### src/rtl/td4_pkg.sv
// td4_pkg: shared definitions for the TD4 run controller slice.
//   TD4_ADDR_W / TD4_DATA_W : default program address and instruction widths
//   td4_state_e             : controller state encoding (ST_IDLE/ST_RUN/ST_HALT/ST_STEP)
//   mem_writable()          : states in which the host may write program memory
package td4_pkg;

   localparam int unsigned TD4_ADDR_W = 4;
   localparam int unsigned TD4_DATA_W = 8;

   typedef enum logic [1:0] {
      ST_IDLE = 2'd0,
      ST_RUN  = 2'd1,
      ST_HALT = 2'd2,
      ST_STEP = 2'd3
   } td4_state_e;

   function automatic logic mem_writable(input td4_state_e s);
      return (s == ST_IDLE) || (s == ST_HALT);
   endfunction

endpackage

### src/rtl/td4_run_ctrl_if.sv
// td4_run_ctrl_if: host loader write channel into the TD4 program memory.
//   host_wr_valid : write request            (master -> slave)
//   host_wr_ready : memory currently writable (slave -> master)
//   host_wr_addr  : write address            (master -> slave)
//   host_wr_data  : write data               (master -> slave)
// A write commits on the clock edge where valid and ready are both high.
interface td4_run_ctrl_if #(
   parameter int unsigned ADDR_W = 4,
   parameter int unsigned DATA_W = 8
);

   logic              host_wr_valid;
   logic              host_wr_ready;
   logic [ADDR_W-1:0] host_wr_addr;
   logic [DATA_W-1:0] host_wr_data;

   modport master (
      output host_wr_valid,
      output host_wr_addr,
      output host_wr_data,
      input  host_wr_ready
   );

   modport slave (
      input  host_wr_valid,
      input  host_wr_addr,
      input  host_wr_data,
      output host_wr_ready
   );

endinterface

### src/rtl/td4_prog_mem.sv
// td4_prog_mem: 2**ADDR_W x DATA_W program store.
//   clk     : write clock
//   wr_en   : commit wr_data at wr_addr on the rising edge
//   wr_addr : write address
//   wr_data : write data
//   rd_addr : fetch address (asynchronous read)
//   rd_data : word at rd_addr; shows the old word until a same-address write edge
// The array has no reset; contents are undefined until loaded.
module td4_prog_mem #(
   parameter int unsigned ADDR_W = 4,
   parameter int unsigned DATA_W = 8
) (
   input  logic              clk,
   input  logic              wr_en,
   input  logic [ADDR_W-1:0] wr_addr,
   input  logic [DATA_W-1:0] wr_data,
   input  logic [ADDR_W-1:0] rd_addr,
   output logic [DATA_W-1:0] rd_data
);

   logic [DATA_W-1:0] mem [2**ADDR_W];

   always_ff @(posedge clk) begin
      if (wr_en) begin
         mem[wr_addr] <= wr_data;
      end
   end

   assign rd_data = mem[rd_addr];

endmodule

### src/rtl/td4_run_ctrl.sv
// td4_run_ctrl: run controller and program-memory arbiter for the TD4 4-bit core.
//   clk, rst          : clock, asynchronous active-high reset
//   cmd_run/step/halt/reset : execution commands (priority reset > halt > step > run)
//   host              : host write channel (td4_run_ctrl_if.slave), writable in IDLE/HALT
//   cpu_adr / cpu_dat : core fetch address / combinational instruction read
//   cpu_tick          : one-cycle instruction enable to the core
//   cpu_rst_n         : core clear, active-low, low only in IDLE
//   state             : current state encoding (IDLE=0 RUN=1 HALT=2 STEP=3)
//   instr_cnt         : ticks issued since leaving IDLE, saturating
//   bp_en, bp_addr, bp_hit : PC breakpoint, active only when TD4_BREAKPOINT_EN is defined;
//                      otherwise bp_en/bp_addr are ignored and bp_hit is 0.
module td4_run_ctrl
   import td4_pkg::*;
#(
   parameter int unsigned DIV    = 4,
   parameter int unsigned ADDR_W = TD4_ADDR_W,
   parameter int unsigned DATA_W = TD4_DATA_W,
   parameter int unsigned CNT_W  = 16
) (
   input  logic              clk,
   input  logic              rst,
   input  logic              cmd_run,
   input  logic              cmd_step,
   input  logic              cmd_halt,
   input  logic              cmd_reset,
   td4_run_ctrl_if.slave     host,
   input  logic [ADDR_W-1:0] cpu_adr,
   output logic [DATA_W-1:0] cpu_dat,
   output logic              cpu_tick,
   output logic              cpu_rst_n,
   output logic [1:0]        state,
   output logic [CNT_W-1:0]  instr_cnt,
   input  logic              bp_en,
   input  logic [ADDR_W-1:0] bp_addr,
   output logic              bp_hit
);

   localparam int unsigned DIV_W = (DIV > 1) ? $clog2(DIV) : 1;
   localparam logic [DIV_W-1:0] DIV_LAST = DIV_W'(DIV - 1);

   td4_state_e       state_q, state_d;
   logic [DIV_W-1:0] div_cnt;
   logic             tick_due;
   logic             bp_stop;
   logic             mem_wr_en;

   // ---------------------------------------------------------------- memory
   assign host.host_wr_ready = mem_writable(state_q);
   assign mem_wr_en          = host.host_wr_valid && host.host_wr_ready;

   td4_prog_mem #(
      .ADDR_W (ADDR_W),
      .DATA_W (DATA_W)
   ) u_mem (
      .clk     (clk),
      .wr_en   (mem_wr_en),
      .wr_addr (host.host_wr_addr),
      .wr_data (host.host_wr_data),
      .rd_addr (cpu_adr),
      .rd_data (cpu_dat)
   );

   // ---------------------------------------------------------------- divider
   // Held at zero outside RUN, so every entry into RUN starts a fresh period
   // and the first tick lands DIV cycles after entry.
   always_ff @(posedge clk or posedge rst) begin
      if (rst) begin
         div_cnt <= '0;
      end else if (state_q != ST_RUN) begin
         div_cnt <= '0;
      end else if (div_cnt == DIV_LAST) begin
         div_cnt <= '0;
      end else begin
         div_cnt <= div_cnt + 1'b1;
      end
   end

   assign tick_due = (state_q == ST_RUN) && (div_cnt == DIV_LAST);

   // ---------------------------------------------------------------- breakpoint
`ifdef TD4_BREAKPOINT_EN
   logic bp_skip;

   // Armed on HALT->RUN resume so the first tick may execute the instruction
   // sitting at the breakpoint; disarmed by that tick or by leaving RUN.
   always_ff @(posedge clk or posedge rst) begin
      if (rst) begin
         bp_skip <= 1'b0;
      end else if (state_q == ST_HALT && state_d == ST_RUN) begin
         bp_skip <= 1'b1;
      end else if (cpu_tick || state_q != ST_RUN) begin
         bp_skip <= 1'b0;
      end
   end

   assign bp_stop = tick_due && bp_en && (cpu_adr == bp_addr) && !bp_skip;
`else
   logic unused_bp;
   assign unused_bp = ^{bp_en, bp_addr};
   assign bp_stop   = 1'b0;
`endif

   // ---------------------------------------------------------------- FSM
   always_ff @(posedge clk or posedge rst) begin
      if (rst) begin
         state_q <= ST_IDLE;
      end else begin
         state_q <= state_d;
      end
   end

   always_comb begin
      state_d  = state_q;
      cpu_tick = 1'b0;
      bp_hit   = 1'b0;
      unique case (state_q)
         ST_IDLE: begin
            if (cmd_step) begin
               state_d = ST_STEP;
            end else if (cmd_run) begin
               state_d = ST_RUN;
            end
         end
         ST_RUN: begin
            if (cmd_halt) begin
               state_d = ST_HALT;
            end else if (bp_stop) begin
               state_d = ST_HALT;
               bp_hit  = !cmd_reset;
            end
            // A tick is withheld whenever the run is being stopped this cycle.
            cpu_tick = tick_due && !cmd_halt && !cmd_reset && !bp_stop;
         end
         ST_HALT: begin
            if (cmd_step) begin
               state_d = ST_STEP;
            end else if (cmd_run) begin
               state_d = ST_RUN;
            end
         end
         ST_STEP: begin
            state_d  = ST_HALT;
            cpu_tick = 1'b1;
         end
         default: state_d = ST_IDLE;
      endcase
      if (cmd_reset) begin
         state_d = ST_IDLE;
      end
   end

   assign state     = state_q;
   assign cpu_rst_n = (state_q != ST_IDLE);

   // ---------------------------------------------------------------- counter
   always_ff @(posedge clk or posedge rst) begin
      if (rst) begin
         instr_cnt <= '0;
      end else if (state_d == ST_IDLE) begin
         instr_cnt <= '0;
      end else if (cpu_tick && (instr_cnt != '1)) begin
         instr_cnt <= instr_cnt + 1'b1;
      end
   end

endmodule

### src/flat_wrapper.sv
// flat-port wrapper written by rule: the top's interface ports become plain ports
module td4_run_ctrl_flat import td4_pkg::*;
#(
   parameter int unsigned DIV    = 4,
   parameter int unsigned ADDR_W = TD4_ADDR_W,
   parameter int unsigned DATA_W = TD4_DATA_W,
   parameter int unsigned CNT_W  = 16
)
  (clk, rst, cmd_run, cmd_step, cmd_halt, cmd_reset, cpu_adr, cpu_dat, cpu_tick, cpu_rst_n, state, instr_cnt, bp_en, bp_addr, bp_hit, host_host_wr_valid, host_host_wr_addr, host_host_wr_data, host_host_wr_ready);
  td4_run_ctrl_if #(.ADDR_W(ADDR_W), .DATA_W(DATA_W)) host_i ();
  input  logic clk;
  input  logic rst;
  input  logic cmd_run;
  input  logic cmd_step;
  input  logic cmd_halt;
  input  logic cmd_reset;
  input  logic [ADDR_W-1:0] cpu_adr;
  output logic [DATA_W-1:0] cpu_dat;
  output logic cpu_tick;
  output logic cpu_rst_n;
  output logic [1:0] state;
  output logic [CNT_W-1:0] instr_cnt;
  input  logic bp_en;
  input  logic [ADDR_W-1:0] bp_addr;
  output logic bp_hit;
  input wire logic [$bits(host_i.host_wr_valid)-1:0] host_host_wr_valid;
  input wire logic [$bits(host_i.host_wr_addr)-1:0] host_host_wr_addr;
  input wire logic [$bits(host_i.host_wr_data)-1:0] host_host_wr_data;
  output wire logic [$bits(host_i.host_wr_ready)-1:0] host_host_wr_ready;
  assign host_i.host_wr_valid = host_host_wr_valid;
  assign host_i.host_wr_addr = host_host_wr_addr;
  assign host_i.host_wr_data = host_host_wr_data;
  assign host_host_wr_ready = host_i.host_wr_ready;
  td4_run_ctrl #(.DIV(DIV), .ADDR_W(ADDR_W), .DATA_W(DATA_W), .CNT_W(CNT_W)) u_core (.clk(clk), .rst(rst), .cmd_run(cmd_run), .cmd_step(cmd_step), .cmd_halt(cmd_halt), .cmd_reset(cmd_reset), .host(host_i), .cpu_adr(cpu_adr), .cpu_dat(cpu_dat), .cpu_tick(cpu_tick), .cpu_rst_n(cpu_rst_n), .state(state), .instr_cnt(instr_cnt), .bp_en(bp_en), .bp_addr(bp_addr), .bp_hit(bp_hit));
endmodule
### config.mk
export PLATFORM = sky130hd
export DESIGN_NAME = td4_run_ctrl_flat
export DESIGN_NICKNAME = d
export VERILOG_FILES = /design/src/rtl/td4_pkg.sv /design/src/rtl/td4_run_ctrl_if.sv /design/src/rtl/td4_prog_mem.sv /design/src/rtl/td4_run_ctrl.sv /design/src/flat_wrapper.sv
export SDC_FILE = /design/constraint.sdc
export NUM_CORES = 1
export LEC_CHECK = 0
export BUFFER_PORTS_ARGS = -buffer_cell sky130_fd_sc_hd__buf_2
export CAP_MARGIN = 20
export CORE_ASPECT_RATIO = 0.6
export CORE_MARGIN = 4
export CORE_UTILIZATION = 53
export DETAILED_ROUTE_END_ITERATION = 8
export HOLD_SLACK_MARGIN = 0.1
export PLACE_DENSITY = 0.75
export SYNTH_ARGS = -nofsm -noshare
export SYNTH_HDL_FRONTEND = slang
export SYNTH_HIERARCHICAL = 1
export SYNTH_SLANG_ARGS = --single-unit
### constraint.sdc
create_clock -name clk -period 2.2 [get_ports clk]
set_input_delay 0.55 -clock clk [delete_from_list [all_inputs] [get_ports clk]]
set_output_delay 0.55 -clock clk [all_outputs]
set_load 0.02 [all_outputs]
==> results of run 1 <==
## critical path: cells and delay by family
| kind | cells | cell delay [ps] |
|---|---|---|
| multiplexers | 1 | 510 |
| buffers and inverters | 3 | 410 |
| AO/OA/AOI/OAI | 1 | 220 |
| AND/OR/NAND/NOR | 1 | 100 |
## worst max path at each step
| stage | startpoint | endpoint | cells after the start |
|---|---|---|---|
| finish | cpu_adr[0] | cpu_dat[4] | 6 |
| global route | cpu_adr[0] | cpu_dat[4] | 6 |
| CTS | cpu_adr[0] | cpu_dat[5] | 6 |
| detailed placement | cpu_adr[0] | cpu_dat[4] | 6 |
| global placement | cpu_adr[0] | cpu_dat[4] | 6 |
| floorplan | cpu_adr[0] | cpu_dat[1] | 5 |
## cell families after synthesis
group           after synthesis
flops                       148
other cells                   1
mux                          33
compound gates               58
fa+ha+maj                     2
buf+inv                      24
simple gates                 78
## area by class of cell
class,instances,area (µm²),area share
clock buffer,21,440,0.0575
clock inverter,11,183,0.0238
inverter,8,30.0,0.00392
multi-input combinational,172,1720,0.225
sequential,148,4340,0.567
tap,160,200,0.0261
timing repair buffer,92,743,0.0970
## flip-flops by register name (all words and copies together) (netlist names)
signal,flops
u_core/instr_cnt,16
u_core/div_cnt,2
u_core/u_mem/mem,128
u_core/state,2
## layout by cell type, fill, tap and decap left out, drive strengths merged, types with 6 or more instances in the layout
| cell type | Yosys | final |
|---|---|---|
| buf | 9 | 92 |
| or4 | 7 | 7 |
| edfxtp | 128 | 128 |
| o31ai | 8 | 8 |
| dfrtp | 20 | 20 |
| o21ai | 7 | 7 |
| a22oi | 16 | 16 |
| clkbuf | 3 | 21 |
| mux4 | 32 | 32 |
| inv | 8 | 8 |
| nor2 | 15 | 15 |
| nand3 | 6 | 6 |
| nand2 | 14 | 14 |
| a21oi | 14 | 14 |
## per-layer routing
metal  track usage  wire, µm  up-vias
met2         0.319      6370      197
met4        0.0729       182        0
li1              -         -     1615
met5             0         0        -
met1         0.353      6320     1881
met3        0.0648      1480       21
## what timing repair did
| item | 4_1_cts | 5_1_grt |
|---|---|---|
| pin swaps | 16 | 7 |
| cloned | 3 | 0 |
| gates resized for setup | 57 | 4 |
| buffers inserted | 2 | 1 |
| hold endpoints to repair | 0 | 0 |
| endpoints found under the setup margin | 9 | 12 |
## per-stage QoR
step	worst slack, ps	TNS (ps)	total power [mW]	cells
after floorplan	-10.8	-47.2	3.39	344
after global placement	-319	-2160	3.52	575
after detailed placement	-343	-2500	3.54	575
after CTS	-139	-990	6.66	611
after global routing	-185	-1240	6.87	612
final	-155	-901	6.63	612
## power breakdown
group / leakage, nW / switching (mW) / internal [mW] / total [mW]
registers: 1.43 / 0.0179 / 3.08 / 3.10
logic: 0.976 / 0.261 / 0.204 / 0.466
clock network: 0.298 / 1.06 / 2.00 / 3.06
==> flow_summary_export.csv, run 1 <==
group,metric,value,unit
clock_network,cts_inserted_buffers,17,
critical_path,crit_slowest_cell,"mux4_2",
timing,rsz0062_at_grt,"yes",
timing,maxSlewViolCount,0,
global_route,grt_max_degree,21,
timing,clock_skew,8.42,ps
synthesis,netlist_top_cells_area,"edfxtp_1 62%, dfrtp_1 8.1%, mux4_2 6.6%",
global_route,track_usage,0.230,
critical_path,path_cells,"buf_16 > buf_16 > mux4_2 > a22oi_2 > nand2_2 > buf_6",
synthesis,ys_async_sr_fraction,0.135,
route,post_drt_wl_per_cell,23.5,µm
floorplanning,die_w,147,µm
synthesis,syn-cell-area,6170,µm²
hold_path,hold_path_class,"input pin to async pin",
clock_network,cts_num_sinks,148,
layout,n_antenna_cell,0,
synthesis,muxShareOfSynthArea,0.127,
clock_network,cts.path.max_buffers,2,
clock_network,clkSlewWorstSetupHoldPaths,60,ps
route,routed_wirelength,14400,µm
critical_path,crit_path_max_incr_delay,510,ps
clock_network,cts_tree,"done",
synthesis,synth_cells,344,
critical_path,path_max_fanout,6,
clock_network,ctsHoldBuffers,0,
synthesis,yosysMostFrequentCell,"edfxtp_1",
placement,place_area,6800,µm²
critical_path,crit_type,"input pin to primary output",
route,viasPerCell,6.07,
floorplanning,die_area,13500,µm²
synthesis,synth_ff_type,"edfxtp_1",
flow_run,cap_violations,0,
placement,port-buffer-count,51,
floorplanning,start_util,0.544,
synthesis,yosysSeqAreaShare,0.704,
synthesis,avgSynthCellArea,17.9,µm²
power,power_density,865,nW/µm²
layout,finalInstanceArea,7660,µm²
clock_network,insertion_delay,410,ps
synthesis,synthAdderAreaFrac,0.00406,
route,detail-route-antenna-nets,0,
global_route,grt_pass1_vias,3819,
floorplanning,die_h,91.6,µm
critical_path,cp_data_arrival_time,1800,ps
power,total_leakage_power,2.70,nW
synthesis,synthTopCellsByCount,"128 x edfxtp_1, 20 x dfrtp_1, 18 x mux4_2",
floorplanning,num_rows,30,
timing,worstMarginPinSlew,829,ps
layout,synthToLayoutAreaGrowth,24.2,%
synthesis,synth_compound_area_frac,0.0649,
synthesis,synth_edf_count,128,
timing,setup_ws,-155,ps
timing,setup_viol,8,
timing,period_minus_slack,2350,ps
layout,nFillCells,767,
synthesis,synth_fp_nets,374,
timing,slew_headroom,0.447,
synthesis,yosysWarnings,6,
synthesis,ys_seq_elements,148,
synthesis,synth_top_family_by_area,"multiplexers",
layout,fin_util,0.676,
run_status,violations,"negative setup slack",
global_route,grt_first_pass_wirelength,22700,µm
timing,whs,295,ps
timing,hold_violations,0,
global_route,overflow,0,
critical_path,endpoint_kind,"primary output",
timing,finalCritPeriodShare,1.07,
critical_path,cp_common_cell,"buf_16",
floorplanning,num_io_pins,58,
critical_path,reg2reg_from,"u_core/div_cnt[0]",
floorplanning,core,11300,µm²
route,drtPass1Iterations,5,
power,vdd_drop_max,587,µV
layout,drive_gt1_frac,0.403,
critical_path,worst-r2r-setup-slack,90,ps
placement,place_congestion,0.867,
clock_network,cts_root_buffer,"clkbuf_16",
critical_path,reg2regPathDepth,5,
synthesis,yosys.area_share.simple,0.0700,
synthesis,synth_top_area_share,0.623,
synthesis,yosys.cell_types.count,51,
route,vias,3714,
critical_path,r2r_end,"u_core/instr_cnt[14]",
run_status,status,"finished with violations",
synthesis,synth_largest_area_cell,"edfxtp_1",
clock_network,cts_htree_levels,4,
synthesis,synth_xor_area_frac,0,
critical_path,crit_required,1650,ps
placement,dp_hpwl,9040,µm
layout,nets,469,
route,drc,0,
timing,fmax,425,MHz
global_route,antenna_found_initial,0,
route,drt_iter0_markers,509,
critical_path,worstSetupStartpointType,"input pin",
No activity file was read; power rests on OpenSTA's default activity.
==> run 2, diff against run 1 <==
- ABC_AREA: unset -> 1
- CORE_UTILIZATION: 53 -> 60
- PLACE_DENSITY: 0.75 -> 0.8
- clock period: 2.2 -> 2.4 ns (I/O delays scaled with it)
==> flow_summary_export.csv, run 2 <==
group,metric,value,unit
floorplanning,num_io_pins,58,
layout,mostFrequentLayoutCell,"nand2_1",
hold_path,hold_path_class,"input pin to async pin",
timing,hold_violations,0,
synthesis,synth_cells,726,
layout,n_antenna_cell,0,
power,vdd_drop_max,719,µV
synthesis,yosysSeqAreaShare,0.631,
clock_network,cts_num_sinks,148,
timing,slew_headroom,0.447,
synthesis,synth_edf_count,128,
timing,period_minus_slack,2380,ps
synthesis,synth_ff_type,"edfxtp_1",
floorplanning,die_w,146,µm
clock_network,cts_root_buffer,"clkbuf_16",
synthesis,synthTopCellsByCount,"238 x nand2_1, 128 x edfxtp_1, 122 x inv_1",
critical_path,endpoint_kind,"primary output",
layout,largest_register_ffs,128,
synthesis,synth_fp_nets,756,
floorplanning,die_h,91.0,µm
clock_network,cts_setup_buffers,0,
route,detail-route-antenna-nets,0,
layout,synthToLayoutAreaGrowth,15.8,%
global_route,grt_first_pass_wirelength,25900,µm
synthesis,netlist_top_cells_area,"edfxtp_1 56%, nand2_1 13%, nand3_1 8.3%",
critical_path,worstSetupStartpointType,"input pin",
synthesis,yosysWarnings,6,
clock_network,cts_htree_levels,4,
synthesis,ys_async_sr_fraction,0.135,
clock_network,cts_inserted_buffers,17,
route,post_drt_wl_per_cell,17.7,µm
timing,clock_skew,11.4,ps
critical_path,cp_data_arrival_time,1780,ps
route,drc,0,
synthesis,synth_top_area_share,0.558,
clock_network,clkSlewWorstSetupHoldPaths,70,ps
flow_run,cap_violations,0,
global_route,antenna_found_initial,0,
synthesis,yosysMostFrequentCell,"nand2_1",
layout,nFillCells,716,
critical_path,crit_required,1800,ps
timing,worstMarginPinSlew,829,ps
global_route,grt_pass1_vias,4965,
clock_network,cts.path.max_buffers,2,
floorplanning,core,10900,µm²
layout,nets,823,
power,power_density,723,nW/µm²
power,total_leakage_power,3.66,nW
layout,regMostFlops,"u_core/u_mem/mem",
placement,place_congestion,0.901,
critical_path,path_max_fanout,16,
synthesis,synth_largest_area_cell,"edfxtp_1",
route,routed_wirelength,16800,µm
timing,rsz0062_at_grt,"no",
floorplanning,die_area,13300,µm²
floorplanning,start_util,0.633,
clock_network,insertion_delay,430,ps
global_route,grt_max_degree,41,
timing,finalCritPeriodShare,0.990,
timing,maxSlewViolCount,0,
layout,fin_cells,945,
route,drt_iter0_markers,735,
layout,final_cell_mix,"238 x nand2_1, 128 x edfxtp_1, 122 x inv_1",
global_route,track_usage,0.254,
placement,dp_hpwl,10500,µm
synthesis,avgSynthCellArea,9.48,µm²
global_route,overflow,0,
clock_network,cts_tree,"done",
layout,drive_gt1_frac,0.149,
layout,reg.largest.list,"u_core/u_mem/mem: 128 flops, u_core/instr_cnt: 16 flops",
timing,setup_viol,0,
placement,port-buffer-count,51,
placement,dp_cells,911,
synthesis,yosys.cell_types.count,24,
run_status,status,"finished clean",
timing,tns,0,ps
route,vias,5329,
timing,fmax,421,MHz
critical_path,crit_type,"input pin to primary output",
floorplanning,num_rows,29,
route,drtPass1Iterations,5,
synthesis,syn-cell-area,6890,µm²
synthesis,ys_seq_elements,148,
route,viasPerCell,5.64,
## run 2: cell types whose count changed in the layout (fill, tap and decap cells not counted), moves of 16 or more
cell / delta
nand2_1: +229
inv_1: +115
nand3_1: +107
mux4_2: -32
nor2_1: +21
buf_4: -16
## run 2: final cells by class
type / instances / area, µm² / area share
tap: 139 / 174 / 0.0218
clock inverter: 15 / 123 / 0.0154
inverter: 126 / 475 / 0.0596
multi-input combinational: 424 / 1880 / 0.235
timing repair buffer: 76 / 556 / 0.0697
sequential: 148 / 4340 / 0.545
clock buffer: 17 / 425 / 0.0533
## run 2: worst paths after layout
path / start / endpoint / slack [ps] / cells past startpoint
max: cpu_adr[0] / cpu_dat[7] / 20 / 10
min in group clk: u_core/div_cnt[0] / u_core/div_cnt[0] / 450 / 1
max in group asynchronous: rst / u_core/instr_cnt[7] / 1550 / 2
min reg2reg: u_core/div_cnt[0] / u_core/div_cnt[0] / 450 / 1
min: rst / u_core/instr_cnt[15] / 320 / 2
max reg2reg: u_core/instr_cnt[0] / u_core/instr_cnt[13] / 410 / 9
## run 2: kinds of logic after synthesis
kind of cell               after synthesis  synth area share
other                                    1          0.000545
xor gates and xnor gates                 4           0.00509
and+or+nand+nor                        413             0.259
buffers and inverters                  154            0.0970
adders and majority gates                2           0.00363
DFF                                    148             0.631
AOI/OAI and AO/OA                        4           0.00327
## run 2: what timing repair did
item                       CTS  global route
setup endpoints to repair    0             3
gates resized for setup      0             3
hold buffers                 0             0
## run 2: worst max-delay path, cell delays in order
cell	delay, ps
clkbuf_4	160
inv_4	140
buf_12	160
nand2_1	60
nand2_1	60
nand2_1	80
nand3_1	130
nand3_1	120
nand2_1	90
buf_2	160
## run 2: metal layers
layer	up-vias	global-route usage	wire length, µm
met4	0	0.0665	155
li1	2469	-	-
met1	2472	0.379	6970
met3	23	0.0791	2230
met5	-	0	0
met2	365	0.365	7410
## run 2: report_power, final
part,total (mW),switching (mW),leakage (nW),internal [mW]
logic,0.469,0.331,1.97,0.138
clock network,2.46,1.11,0.262,1.35
registers,2.84,0.0152,1.43,2.83
## run 2: metrics by stage
step,hold slack [ps],area (µm²),setup slack [ps],util,power [mW]
after CTS,352,7920,58.2,0.727,5.76
after global routing,407,7980,8.65,0.733,5.96
after global placement,427,7370,84.8,0.677,3.32
after floorplan,415,6890,445,-,3.17
after detailed placement,448,7370,63.5,0.677,3.34
final,323,7980,24.2,0.733,5.77
